[config.mk]
export PLATFORM = sky130hd
export DESIGN_NAME = motor_sched
export DESIGN_NICKNAME = d
export VERILOG_FILES = /design/src/rtl/motor_sched.sv
export SDC_FILE = /design/constraint.sdc
export NUM_CORES = 1
export LEC_CHECK = 0
export ABC_AREA = 1
export CORE_MARGIN = 3
export CORE_UTILIZATION = 35
export CTS_BUF_LIST = sky130_fd_sc_hd__clkbuf_8
export CTS_CLUSTER_DIAMETER = 200
export DETAILED_ROUTE_END_ITERATION = 8
export SLEW_MARGIN = 20
export SYNTH_ARGS = -nofsm -noshare
export SYNTH_HDL_FRONTEND = slang
export SYNTH_SLANG_ARGS = --single-unit
[constraint.sdc]
create_clock -name clkus -period 1.9 [get_ports clkus]
set_input_delay 0.38 -clock clkus [delete_from_list [all_inputs] [get_ports clkus]]
set_output_delay 0.38 -clock clkus [all_outputs]
set_load 0.1 [all_outputs]
[src/rtl/motor_sched.sv]
// Motor command scheduler: two prioritised requesters share one motor; a dead
// time is inserted before any direction reversal and requester 1 can preempt 0.
module motor_sched #(
  parameter int MS_TICKS = 1000,
  parameter int DEAD_MS  = 20
) (
  input  logic       clkus,
  input  logic       rst,
  input  logic [1:0] req,
  input  logic [1:0] req0_speed,
  input  logic [7:0] req0_dur,
  input  logic [1:0] req1_speed,
  input  logic [7:0] req1_dur,
  output logic [1:0] gnt,
  output logic [1:0] done,
  output logic       abort,
  output logic       busy,
  output logic [1:0] speed,
  output logic [1:0] dbg_state
);

  // Handshake: req is a level sampled only in IDLE; the winner sees a single
  // gnt pulse the cycle after sampling and must drop req by the cycle after
  // that, otherwise it is taken as a fresh request at the next IDLE.

  typedef enum logic [1:0] {S_IDLE, S_DEAD, S_RUN, S_DONE} state_t;
  typedef enum logic [1:0] {DIR_NONE, DIR_FWD, DIR_BWD} dir_t;

  localparam int TW = (MS_TICKS > 1) ? $clog2(MS_TICKS) : 1;
  localparam logic [TW-1:0] TICK_LAST = TW'(MS_TICKS - 1);
  localparam logic [7:0]    DEAD_LAST = 8'(DEAD_MS - 1);

  function automatic dir_t dir_of(input logic [1:0] s);
    case (s)
      2'b01, 2'b11: dir_of = DIR_FWD;
      2'b10:        dir_of = DIR_BWD;
      default:      dir_of = DIR_NONE;
    endcase
  endfunction

  state_t        state, state_nxt;
  dir_t          last_dir, last_dir_nxt;
  logic          cmd_id, cmd_id_nxt;
  logic [1:0]    cmd_speed, cmd_speed_nxt;
  logic [7:0]    cmd_dur, cmd_dur_nxt;
  logic [TW-1:0] tick, tick_nxt;
  logic [7:0]    ms, ms_nxt;
  logic [1:0]    gnt_nxt, done_nxt, speed_nxt;
  logic          abort_nxt, busy_nxt;
  logic          sel;
  logic [1:0]    sel_speed;
  logic [7:0]    sel_dur;
  dir_t          sel_dir, cmd_dir;

  assign dbg_state = state;

  always_comb begin
    state_nxt     = state;
    last_dir_nxt  = last_dir;
    cmd_id_nxt    = cmd_id;
    cmd_speed_nxt = cmd_speed;
    cmd_dur_nxt   = cmd_dur;
    tick_nxt      = tick;
    ms_nxt        = ms;
    gnt_nxt       = 2'b00;
    done_nxt      = 2'b00;
    abort_nxt     = 1'b0;
    sel           = req[1];
    sel_speed     = req[1] ? req1_speed : req0_speed;
    sel_dur       = req[1] ? req1_dur : req0_dur;
    sel_dir       = dir_of(sel_speed);
    cmd_dir       = dir_of(cmd_speed);

    case (state)
      S_IDLE: begin
        if (req != 2'b00) begin
          cmd_id_nxt    = sel;
          cmd_speed_nxt = sel_speed;
          cmd_dur_nxt   = sel_dur;
          gnt_nxt       = sel ? 2'b10 : 2'b01;
          tick_nxt      = '0;
          ms_nxt        = 8'd0;
          if (sel_dur == 8'd0) begin
            state_nxt = S_DONE;
            done_nxt  = sel ? 2'b10 : 2'b01;
          end else if (sel_dir != DIR_NONE && last_dir != DIR_NONE &&
                       sel_dir != last_dir && DEAD_MS > 0) begin
            state_nxt = S_DEAD;
          end else begin
            state_nxt = S_RUN;
            if (sel_dir != DIR_NONE) last_dir_nxt = sel_dir;
          end
        end
      end
      S_DEAD: begin
        if (!cmd_id && req[1]) begin
          state_nxt = S_DONE;
          done_nxt  = 2'b01;
          abort_nxt = 1'b1;
        end else if (tick == TICK_LAST) begin
          tick_nxt = '0;
          if (ms == DEAD_LAST) begin
            state_nxt    = S_RUN;
            ms_nxt       = 8'd0;
            last_dir_nxt = cmd_dir;
          end else begin
            ms_nxt = ms + 8'd1;
          end
        end else begin
          tick_nxt = tick + 1'b1;
        end
      end
      S_RUN: begin
        // Preemption wins even on the final RUN cycle so abort is never lost.
        if (!cmd_id && req[1]) begin
          state_nxt = S_DONE;
          done_nxt  = 2'b01;
          abort_nxt = 1'b1;
        end else if (tick == TICK_LAST) begin
          tick_nxt = '0;
          if (ms == 8'(cmd_dur - 8'd1)) begin
            state_nxt = S_DONE;
            done_nxt  = cmd_id ? 2'b10 : 2'b01;
          end else begin
            ms_nxt = ms + 8'd1;
          end
        end else begin
          tick_nxt = tick + 1'b1;
        end
      end
      default: begin
        state_nxt = S_IDLE;
      end
    endcase

    speed_nxt = (state_nxt == S_RUN) ? cmd_speed_nxt : 2'b00;
    busy_nxt  = (state_nxt != S_IDLE);
  end

  always_ff @(posedge clkus) begin
    if (rst) begin
      state     <= S_IDLE;
      last_dir  <= DIR_NONE;
      cmd_id    <= 1'b0;
      cmd_speed <= 2'b00;
      cmd_dur   <= 8'd0;
      tick      <= '0;
      ms        <= 8'd0;
      gnt       <= 2'b00;
      done      <= 2'b00;
      abort     <= 1'b0;
      busy      <= 1'b0;
      speed     <= 2'b00;
    end else begin
      state     <= state_nxt;
      last_dir  <= last_dir_nxt;
      cmd_id    <= cmd_id_nxt;
      cmd_speed <= cmd_speed_nxt;
      cmd_dur   <= cmd_dur_nxt;
      tick      <= tick_nxt;
      ms        <= ms_nxt;
      gnt       <= gnt_nxt;
      done      <= done_nxt;
      abort     <= abort_nxt;
      busy      <= busy_nxt;
      speed     <= speed_nxt;
    end
  end

endmodule
==> qor.csv <==
stage,metric,value,unit
logic_synthesis,most common cell in the netlist,nand2_1,
placement,HPWL Detailed,5120,µm
setup_path,worst r2r dst,ms[0]$_SDFFE_PP0P_,
timing,Relative slew margins,0.752,
timing,Final Hold Fails,0,
setup_path,Crit Path Category,reg -> reg,
die,num rows,30,
logic_synthesis,Synth area leader,dfxtp_1,
final_layout,Multi-input gate area,1540,µm²
route,via count,2648,
timing,Max Fclk,524,MHz
cts,CTS tree,done,
logic_synthesis,Synth Warn #,0,
die,area of the core,6830,µm²
power_and_ir_drop,PwrDens,1430,nW/µm²
logic_synthesis,largest cells by area after synthesis,"dfxtp_1, nand2_1, nor2_1",
setup_path,reg2reg start,cmd_dur[0]$_SDFFE_PP0P_,
die,Die Footprint,8120,µm²
route,post-route ant nets,0,
cts,hold_buf cts,0,
timing,endpoints failing setup,1,
power_and_ir_drop,P_sw,2.46,mW
placement,Port Buffers,33,
cts,Worst-path clk slew,0.08,ns
logic_synthesis,Commonest cells post-synth,"nand2_1, nor2_1, inv_1, dfxtp_1, nand3_1",
logic_synthesis,Post-synth EDFFs,0,
final_layout,Non-Filler Instances,561,
status,failing checks,setup timing,
final_layout,fill cell count,720,
final_layout,Final nets,496,
logic_synthesis,Main synth FF type,dfxtp_1,
route,average wire per standard cell,12.3,µm
die,Initial Util,0.363,
route,routed wire length,6880,µm
grt,initial antenna violation count,0,
status,outcome,"complete, but fails checks",
final_layout,# diodes,0,
setup_path,Reg2Reg Depth,14,
die,I/O pin cnt,34,
worst_hold_path,Hold Path Origin,last_dir[1]$_SDFFE_PP0P_,
worst_hold_path,Hold EP,last_dir[1]$_SDFFE_PP0P_,
cts,maximum clock path buffer count,2,
cts,Max H-tree Level,2,
setup_path,crit path max fanout,5,
grt,largest net degree at the start of global routing,22,
logic_synthesis,sequential share of the synthesized area,0.331,
setup_path,"Data arrival, critical path",2.11,ns
power_and_ir_drop,Internal,2.54,mW
timing,hold slack,0.459,ns
setup_path,Worst EP required,2.11,ns
route,Vias/cell,4.72,
timing,skew final,0.00567,ns
cts,clock root buffer,clkbuf_8,
placement,GP Congestion,0.841,
power_and_ir_drop,worst vdd ir,0.947,mV
worst_hold_path,Hold Path Stages,2,
placement,DP Worst Slack,-0.386,ns
cts,worst skew pair latency,0.31,ns
power_and_ir_drop,clock power share,0.114,
route,starting DRC count in detailed routing,78,
logic_synthesis,Synth cell types,31,
final_layout,share of cells above drive strength 1,0.247,
final_layout,Final Util,0.511,
worst_hold_path,HP Class,reg -> reg,
timing,Max Transition Viols Final,0,
timing,Tcrit/Tclk final,1.00,
power_and_ir_drop,Sw Share,0.492,
grt,total global routing overflow,0,
logic_synthesis,Synth top area share,0.331,
die,DIE WIDTH,90.1,µm
run,number of max-cap violations,0,
setup_path,Worst R2R Setup Slack,-0.007,ns
logic_synthesis,Synth Cell Area,2480,µm²
die,die height,90.1,µm
power_and_ir_drop,Combinational Power Share,0.631,
grt,gr usage total,0.172,
logic_synthesis,synthesized netlist cell count,385,
logic_synthesis,"flops & latches, synth",41,
setup_path,CP Launch Type,flop,
timing,RSZ-0062 raised after global routing,yes,
cts,clock sink total,41,
timing,pin slew with the least headroom to its limit,0.368,ns
grt,vias in the first global route,2512,
timing,post-route minimum period,1.91,ns
route,Initial DRT Pass Iterations,4,
final_layout,register area,833,µm²
cts,cts bufs inserted,5,
power_and_ir_drop,share of power burned in registers,0.255,
logic_synthesis,fraction of registers with async set or reset after synthesis,0,
final_layout,Area Growth Syn to Fin,40.8,%
grt,first-pass GRT wire length,11500,µm
logic_synthesis,syn_area_per_cell,6.43,µm²
route,drt drc,0,
setup_path,Setup crit end kind,flop,
power_and_ir_drop,cell leakage power,1.51,nW
timing,worst setup margin,-0.00677,ns
placement,placed cell count,545,
logic_synthesis,syn nets,417,
-- registers in the layout, summed over array words and instances, names as in the netlist --
register / flops
abort: 1
busy: 1
cmd_dur: 8
cmd_id: 1
cmd_speed: 2
dbg_state: 2
done: 2
gnt: 2
last_dir: 2
ms: 8
speed: 2
tick: 10
-- cell usage in the layout, fill, tap and decap left out, types with 2 or more instances in the layout --
cell type / Yosys / layout
a211oi_1: 7 / 7
a21oi_1: 25 / 21
a21oi_2: 0 / 4
buf_12: 0 / 4
buf_4: 0 / 52
buf_6: 2 / 2
clkbuf_8: 0 / 5
clkdlybuf4s50_1: 0 / 22
dfxtp_1: 41 / 35
dfxtp_2: 0 / 4
dfxtp_4: 0 / 2
ha_1: 8 / 5
ha_4: 0 / 2
inv_1: 49 / 44
inv_2: 1 / 8
nand2_1: 86 / 79
nand2_2: 2 / 7
nand2_4: 0 / 2
nand3_1: 30 / 28
nand3_2: 2 / 4
nand3b_1: 2 / 2
nand4_1: 5 / 5
nor2_1: 59 / 53
nor2_2: 2 / 7
nor3_1: 11 / 8
nor3_2: 1 / 3
nor3b_1: 3 / 3
nor4_1: 2 / 2
o21ai_0: 21 / 18
o21ai_1: 4 / 6
or2_2: 3 / 3
xnor2_1: 2 / 2
xor2_1: 5 / 5
-- worst max-delay path, cell delays in order, from the launching register on --
cell and delay, ns:
dfxtp_2 0.34, inv_2 0.05, ha_4 0.26, nor2_2 0.04, nor2_2 0.09, nand2_1 0.06
nor2_1 0.13, nand3_1 0.10, nor2_2 0.10, nand3_2 0.14, nand2_2 0.12, nand2_4 0.08
buf_6 0.14, a21oi_2 0.11, nor2_1 0.05
-- timing repair --
| item | CTS | global route |
|---|---|---|
| setup endpoints to repair | 16 | 25 |
| resized for setup | 15 | 29 |
| pin swaps | 13 | 16 |
| gates cloned | 1 | 0 |
| endpoints found under the hold margin | 0 | 0 |
| setup buffers | 1 | 6 |
-- worst max-delay path by stage --
stage / start / end / slack [ns] / cells past startpoint
global placement: req[1] / speed[1]$_SDFF_PP0_ / -0.33 / 13
finish: cmd_dur[0]$_SDFFE_PP0P_ / ms[0]$_SDFFE_PP0P_ / -0.007 / 14
detailed placement: req[1] / speed[1]$_SDFF_PP0_ / -0.39 / 12
floorplan: dbg_state[0]$_SDFF_PP0_ / tick[9]$_SDFFE_PP0P_ / 0.02 / 10
CTS: cmd_dur[1]$_SDFFE_PP0P_ / ms[0]$_SDFFE_PP0P_ / -0.04 / 15
global route: cmd_dur[0]$_SDFFE_PP0P_ / ms[3]$_SDFFE_PP0P_ / -0.13 / 15
-- kinds of logic (layout without fill, tap and decap cells) --
kind of cell	Yosys count	count (layout)	share of synthesized area
buffers and inverters	59	139	0.0970
adder cells (fa/ha/maj)	8	8	0.0404
AO/OA/AOI/OAI	61	61	0.137
AND/OR/NAND/NOR	208	208	0.365
XOR/XNOR	7	7	0.0247
multiplexers	1	1	0.00404
flip-flops	41	41	0.331
-- stage by stage --
step                setup TNS, ns  cell area (µm²)  power, mW
floorplan                       0             2490       3.16
global placement            -5.76             3220       4.03
detailed placement          -6.79             3220       4.07
CTS                        -0.178             3360       4.77
global route                -1.18             3490       5.42
finish                   -0.00677             3490       5.00
-- metal layers --
metal  vias up  track usage  routed length [µm]
met4         0       0.0561                  75
met2        39        0.290                3300
li1       1406            -                   -
met5         -            0                   0
met3         6       0.0310                 271
met1      1197        0.222                3240
-- power by group through the flow --
stage	clock network (mW)	logic, mW	registers, mW
final	0.573	3.16	1.27
after global routing	0.620	3.50	1.30
after CTS	0.586	2.91	1.27
after detailed placement	0	2.79	1.28
after global placement	0	2.75	1.28
after floorplan	0	1.45	1.71
-- cell type report --
class,count,share of cell area
Inverter,50,0.0538
Tap cell,96,0.0344
Clock inverter,3,0.00430
Timing Repair Buffer,81,0.207
Multi-Input combinational cell,285,0.442
Sequential cell,41,0.239
Clock buffer,5,0.0197
Power figures use the tool's default switching activity.
